**src/rtl/mc_ctrl206.sv**
```systemverilog
// Multi-cycle control sequencer for the DataPath206 control bundle.
// Decodes the captured instruction once per instruction and walks IF/ID/EX/MEM/WB.
module mc_ctrl206 #(
  parameter int unsigned CNT_W = 32
) (
  input  logic             clk,
  input  logic             rst,
  input  logic             run,
  input  logic [31:0]      Instruction,
  output logic             PCWr,
  output logic             IRWr,
  output logic             Branch,
  output logic             Jump,
  output logic             RegDst,
  output logic             ALUSrc,
  output logic             MemToReg,
  output logic             RegWr,
  output logic             MemWr,
  output logic             Rtype,
  output logic             Jal,
  output logic             Rtype_J,
  output logic             Rtype_L,
  output logic             WrByte,
  output logic [4:0]       ALUCtr,
  output logic [1:0]       ExtOp,
  output logic [1:0]       LoadByte,
  output logic [2:0]       state,
  output logic             halt,
  output logic [CNT_W-1:0] retired
);

  typedef enum logic [2:0] {
    StIf   = 3'd0,
    StId   = 3'd1,
    StEx   = 3'd2,
    StMem  = 3'd3,
    StWb   = 3'd4,
    StHalt = 3'd7
  } state_e;

  typedef enum logic [3:0] {
    ClsRalu, ClsJr, ClsJalr, ClsIalu, ClsLoad, ClsStore, ClsBranch, ClsJ, ClsJal, ClsIll
  } cls_e;

  localparam logic [4:0] AluAdd   = 5'b00000;
  localparam logic [4:0] AluAddu  = 5'b00001;
  localparam logic [4:0] AluSub   = 5'b00010;
  localparam logic [4:0] AluSubu  = 5'b00011;
  localparam logic [4:0] AluAnd   = 5'b00100;
  localparam logic [4:0] AluOr    = 5'b00101;
  localparam logic [4:0] AluSlt   = 5'b00110;
  localparam logic [4:0] AluSll   = 5'b00111;
  localparam logic [4:0] AluPassB = 5'b01001;
  localparam logic [4:0] AluPassA = 5'b01010;

  state_e           state_q, state_d;
  logic [5:0]       op_q, op_d;
  logic [5:0]       funct_q, funct_d;
  logic [CNT_W-1:0] retired_q, retired_d;

  cls_e       cls;
  logic [4:0] dec_alu;
  logic [1:0] dec_ext;
  logic [1:0] dec_lb;
  logic       dec_alu_src, dec_reg_dst, dec_rtype, dec_mem_to_reg, dec_wr_byte;
  logic       is_last;

  // Decode of the latched op/funct; illegal encodings leave every control at 0.
  always_comb begin
    cls            = ClsIll;
    dec_alu        = 5'b00000;
    dec_ext        = 2'b00;
    dec_lb         = 2'b00;
    dec_alu_src    = 1'b0;
    dec_reg_dst    = 1'b0;
    dec_rtype      = 1'b0;
    dec_mem_to_reg = 1'b0;
    dec_wr_byte    = 1'b0;
    case (op_q)
      6'b000000: begin
        cls         = ClsRalu;
        dec_reg_dst = 1'b1;
        dec_rtype   = 1'b1;
        case (funct_q)
          6'b100000: dec_alu = AluAdd;
          6'b100001: dec_alu = AluAddu;
          6'b100010: dec_alu = AluSub;
          6'b100011: dec_alu = AluSubu;
          6'b100100: dec_alu = AluAnd;
          6'b100101: dec_alu = AluOr;
          6'b101010: dec_alu = AluSlt;
          6'b000000: dec_alu = AluSll;
          6'b001000: begin
            cls     = ClsJr;
            dec_alu = AluPassA;
          end
          6'b001001: begin
            cls     = ClsJalr;
            dec_alu = AluPassA;
          end
          default: begin
            cls         = ClsIll;
            dec_reg_dst = 1'b0;
            dec_rtype   = 1'b0;
          end
        endcase
      end
      6'b001000, 6'b001001: begin
        cls         = ClsIalu;
        dec_alu     = op_q[0] ? AluAddu : AluAdd;
        dec_ext     = 2'b01;
        dec_alu_src = 1'b1;
      end
      6'b001100, 6'b001101: begin
        cls         = ClsIalu;
        dec_alu     = op_q[0] ? AluOr : AluAnd;
        dec_alu_src = 1'b1;
      end
      6'b001111: begin
        cls         = ClsIalu;
        dec_alu     = AluPassB;
        dec_ext     = 2'b10;
        dec_alu_src = 1'b1;
      end
      6'b100011, 6'b100000, 6'b100100: begin
        cls            = ClsLoad;
        dec_alu        = AluAddu;
        dec_ext        = 2'b01;
        dec_alu_src    = 1'b1;
        dec_mem_to_reg = 1'b1;
        dec_lb         = (op_q == 6'b100000) ? 2'b11 : (op_q == 6'b100100) ? 2'b10 : 2'b00;
      end
      6'b101011, 6'b101000: begin
        cls         = ClsStore;
        dec_alu     = AluAddu;
        dec_ext     = 2'b01;
        dec_alu_src = 1'b1;
        dec_wr_byte = (op_q == 6'b101000);
      end
      6'b000100, 6'b000101: begin
        cls     = ClsBranch;
        dec_alu = AluSubu;
        dec_ext = 2'b01;
      end
      6'b000010: cls = ClsJ;
      6'b000011: cls = ClsJal;
      default:   cls = ClsIll;
    endcase
  end

  always_comb begin
    is_last = 1'b0;
    case (state_q)
      StEx:    is_last = (cls == ClsBranch) || (cls == ClsJ) || (cls == ClsJr);
      StMem:   is_last = (cls == ClsStore);
      StWb:    is_last = 1'b1;
      default: is_last = 1'b0;
    endcase
  end

  always_comb begin
    state_d   = state_q;
    op_d      = op_q;
    funct_d   = funct_q;
    retired_d = retired_q;
    case (state_q)
      StIf: begin
        if (run) begin
          op_d    = Instruction[31:26];
          funct_d = Instruction[5:0];
          state_d = StId;
        end
      end
      StId:    state_d = (cls == ClsIll) ? StHalt : StEx;
      StEx: begin
        if (is_last)                                    state_d = StIf;
        else if ((cls == ClsLoad) || (cls == ClsStore)) state_d = StMem;
        else                                            state_d = StWb;
      end
      StMem:   state_d = (cls == ClsLoad) ? StWb : StIf;
      StWb:    state_d = StIf;
      StHalt:  state_d = StHalt;
      default: state_d = StIf;
    endcase
    if (is_last) retired_d = retired_q + CNT_W'(1);
  end

  always_ff @(posedge clk or posedge rst) begin
    if (rst) begin
      state_q   <= StIf;
      op_q      <= 6'b000000;
      funct_q   <= 6'b000000;
      retired_q <= '0;
    end else begin
      state_q   <= state_d;
      op_q      <= op_d;
      funct_q   <= funct_d;
      retired_q <= retired_d;
    end
  end

  always_comb begin
    PCWr     = 1'b0;
    IRWr     = 1'b0;
    Branch   = 1'b0;
    Jump     = 1'b0;
    RegDst   = 1'b0;
    ALUSrc   = 1'b0;
    MemToReg = 1'b0;
    RegWr    = 1'b0;
    MemWr    = 1'b0;
    Rtype    = 1'b0;
    Jal      = 1'b0;
    Rtype_J  = 1'b0;
    Rtype_L  = 1'b0;
    WrByte   = 1'b0;
    ALUCtr   = 5'b00000;
    ExtOp    = 2'b00;
    LoadByte = 2'b00;
    if ((state_q == StId) || (state_q == StEx) || (state_q == StMem) || (state_q == StWb)) begin
      ALUCtr   = dec_alu;
      ALUSrc   = dec_alu_src;
      ExtOp    = dec_ext;
      RegDst   = dec_reg_dst;
      Rtype    = dec_rtype;
      MemToReg = dec_mem_to_reg;
      LoadByte = dec_lb;
      WrByte   = dec_wr_byte;
    end
    case (state_q)
      StIf: IRWr = run;
      StEx: begin
        PCWr    = (cls == ClsBranch) || (cls == ClsJ) || (cls == ClsJal) ||
                  (cls == ClsJr) || (cls == ClsJalr);
        Branch  = (cls == ClsBranch);
        Jump    = (cls == ClsJ) || (cls == ClsJal);
        Rtype_J = (cls == ClsJr) || (cls == ClsJalr);
        Jal     = (cls == ClsJal);
        Rtype_L = (cls == ClsJalr);
      end
      StMem: begin
        MemWr = (cls == ClsStore);
        PCWr  = (cls == ClsStore);
      end
      StWb: begin
        RegWr   = 1'b1;
        // jal/jalr already redirected the PC in EX.
        PCWr    = (cls != ClsJal) && (cls != ClsJalr);
        Jal     = (cls == ClsJal);
        Rtype_L = (cls == ClsJalr);
      end
      default: ;
    endcase
  end

  assign state   = state_q;
  assign halt    = (state_q == StHalt);
  assign retired = retired_q;

endmodule
```
**config.mk**
```make
export PLATFORM = sky130hd
export DESIGN_NAME = mc_ctrl206
export DESIGN_NICKNAME = d
export VERILOG_FILES = /design/src/rtl/mc_ctrl206.sv
export SDC_FILE = /design/constraint.sdc
export NUM_CORES = 1
export LEC_CHECK = 0
export ABC_CLOCK_PERIOD_IN_PS = 3070
export BUFFER_PORTS_ARGS = -buffer_cell sky130_fd_sc_hd__clkbuf_2
export CORE_MARGIN = 4
export CORE_UTILIZATION = 23
export DETAILED_ROUTE_END_ITERATION = 8
export GPL_ROUTABILITY_DRIVEN = 0
export GPL_TIMING_DRIVEN = 0
export PLACE_DENSITY = 0.42
export SYNTH_ARGS = -nofsm -noshare
export SYNTH_HDL_FRONTEND = slang
export SYNTH_SLANG_ARGS = --single-unit
```
**constraint.sdc**
```tcl
create_clock -name clk -period 3.07 [get_ports clk]
set_input_delay 0.4605 -clock clk [delete_from_list [all_inputs] [get_ports clk]]
set_output_delay 0.4605 -clock clk [all_outputs]
set_load 0.01 [all_outputs]
```
==> impl_metrics.env <==
export IMPL_status="complete, no violations"
export IMPL_finalCritPeriodShare=0.968
export IMPL_route_vias_total=2610
export IMPL_cts_max_level=2
export IMPL_async_flop_share=1.00
export IMPL_synth_edff_count=0
export IMPL_ys_types=60
export IMPL_grt_usage=0.119
export IMPL_drive_gt1_frac=0.347
export IMPL_wl_um=8360
export IMPL_timing_slew_headroom=0.627
export IMPL_clock_path_buffers=2
export IMPL_ys_ff_latch=47
export IMPL_placementRows=40
export IMPL_die_area_um2=14600
export IMPL_die_width_um=121
export IMPL_synth_seq_area_share=0.402
export IMPL_syn_nets=354
export IMPL_ios=94
export IMPL_hold_viol_final=0
export IMPL_cts_sinks=47
export IMPL_cp_required_ns=2.61
export IMPL_end_kind="output pin"
export IMPL_via_per_inst=4.56
export IMPL_grt_max_degree=39
export IMPL_slew_violations=0
export IMPL_grt_setup_unrepaired="true"
export IMPL_portBuffers=72
export IMPL_start_util=0.239
export IMPL_avgRoutedWirePerCell_um=14.6
export IMPL_place_hpwl_um=6270
export IMPL_antenna_left=0
export IMPL_cp_max_fo=6
export IMPL_clock_latency_ns=0.30
export IMPL_yosysWarnings=0
export IMPL_fin_skew_ns=0.00519
export IMPL_synthToLayoutAreaGrowth_pct=30.4
export IMPL_crit_arrival_ns=2.51
export IMPL_drtIter0Drc=91
export IMPL_worst_pin_slew_ns=0.560
export IMPL_grt_pass1_wl_um=13900
export IMPL_totalNegativeSetupSlack_ns=0
export IMPL_fp_dieH_um=121
export IMPL_syn_avg_cell_area_um2=9.19
export IMPL_critical_path_class="register to output pin"
export IMPL_p_leak_nw=1.79
export IMPL_period_needed_ns=2.97
export IMPL_grt_overflow=0
export IMPL_synth_ff_type="dfrtp_1"
export IMPL_ir_drop_uv=327
export IMPL_antenna_found_initial=0
export IMPL_root_buffer="clkbuf_16"
export IMPL_clk_pin_slew_worst_paths_ns=0.07
export IMPL_drtPass1Iterations=4
export IMPL_core_area_um2=12200
export IMPL_cts_made_buffers=5
export IMPL_fmax_ghz=0.336
export IMPL_synth_area_um2=2920
export IMPL_cts_hold_buffers=0
export IMPL_grt_pass1_vias=2646
export IMPL_cap_violations=0
export IMPL_fin_nets=440
export IMPL_power_density_nw_per_um2=805
export IMPL_power_total_mw=3.07
export IMPL_antenna_cells=0
export IMPL_cp_start_kind="register"
export IMPL_drc_errors=0
export IMPL_hp_class="primary input to asynchronous set/reset pin"
export IMPL_setup_viol=0
export IMPL_syn_instance_count=318
export IMPL_cts_tree="done"
==> repair_timing <==
| item | in CTS | in global routing |
|---|---|---|
| pin swaps | 4 | 4 |
| buffers inserted | 4 | 5 |
| gates resized for setup | 9 | 18 |
| endpoints found under the setup margin | 4 | 14 |
==> layout by cell type (no fill, tap or decap), types with 6 or more instances in the layout <==
cell type | Yosys | layout
clkbuf_2 | 0 | 73
dfrtp_1 | 47 | 44
nand2_1 | 33 | 33
nor2_1 | 32 | 31
xor2_1 | 29 | 29
nor3_1 | 15 | 14
buf_4 | 2 | 12
a21oi_1 | 12 | 12
o21ai_0 | 12 | 11
clkbuf_1 | 14 | 10
nand3_1 | 10 | 10
mux2_2 | 8 | 8
nor4b_2 | 8 | 6
==> cell type report <==
class                   count  area, µm²
plain buffers              18       93.8
clock buffers               5        125
clock inverters             2       13.8
fillers                  1331       8400
inverters                   6       22.5
multi-input cells         244       1720
flip-flops and latches     47       1180
well taps                 168        210
repair buffers             82        448
==> worst max-delay path, cell delays in order, from the launching register on <==
cell and delay, ns:
dfrtp_2 0.44, or3_4 0.41, nor4_4 0.22, a32oi_2 0.17, or4b_4 0.55, a21bo_4 0.20
a311o_1 0.09, clkbuf_2 0.13
==> synth_stat cells, types with 4 or more instances <==
master / n / area share
nor2b_1: 4 / 0.0086
nor3_1: 15 / 0.026
a21oi_1: 12 / 0.021
dfrtp_1: 47 / 0.40
nand4_1: 4 / 0.0086
nor3b_1: 6 / 0.015
inv_1: 6 / 0.0077
nand2_1: 33 / 0.042
and2_1: 5 / 0.011
nand3_1: 10 / 0.017
and3_1: 5 / 0.011
o21ai_1: 4 / 0.0068
nor4b_2: 8 / 0.041
a211oi_1: 4 / 0.010
mux2_2: 8 / 0.031
nor2_1: 32 / 0.041
clkbuf_1: 14 / 0.018
o21ai_0: 12 / 0.021
xor2_1: 29 / 0.087
==> sequential cells by signal (all words and copies together) (netlist names) <==
signal   cells
state        3
op_q         6
funct_q      6
retired     32
==> metal layers <==
metal	vias to the layer above	GRT usage	part of all wire
met4	0	0.0326	0.014
met2	67	0.196	0.47
met5	-	0	0
met1	1236	0.156	0.47
li1	1297	-	-
met3	10	0.0267	0.044
==> where the power goes <==
| part | leakage (nW) | switching, mW | internal, mW |
|---|---|---|---|
| Combinational | 1.10 | 0.912 | 0.650 |
| Clock | 0.0696 | 0.253 | 0.298 |
| Sequential | 0.618 | 0.201 | 0.752 |
| Total | 1.79 | 1.37 | 1.70 |
==> path summary, 6_finish.rpt <==
kind / from / end / slack, ns / depth (start not counted)
worst min-delay path: rst / funct_q[1] / 0.07 / 2
worst max-delay path: op_q[1] / PCWr / 0.1 / 7
max in group asynchronous: rst / retired[18] / 2.51 / 3
min in group clk: Instruction[3] / funct_q[3] / 0.37 / 3
worst max register to register: op_q[1] / retired[24] / 0.30 / 9
worst min register to register: retired[31] / retired[31] / 0.47 / 1
==> cells by family (layout without fill, tap and decap cells) <==
| group | count (synthesis) | count (layout) | synth area share |
|---|---|---|---|
| XOR/XNOR | 32 | 32 | 0.0959 |
| adder cells (fa/ha/maj) | 1 | 1 | 0.00428 |
| other | 1 | 1 | 0.00128 |
| AND/OR/NAND/NOR | 146 | 146 | 0.295 |
| flip-flops | 47 | 47 | 0.402 |
| AO/OA/AOI/OAI | 55 | 55 | 0.126 |
| buffers and inverters | 27 | 113 | 0.0411 |
| multiplexers | 9 | 9 | 0.0347 |
==> metrics by stage <==
stage	std cells	util	cell area, µm²	setup WS, ns	hold slack [ns]
final	572	0.312	3810	0.0974	0.0719
after global placement	558	0.286	3490	0.0675	0.455
after global routing	572	0.312	3810	-0.0197	0.0823
after detailed placement	559	0.288	3510	0.0886	0.396
after floorplan	318	-	2920	0.479	0.504
after CTS	568	0.305	3730	0.0108	0.0730
Power figures use the tool's default switching activity.
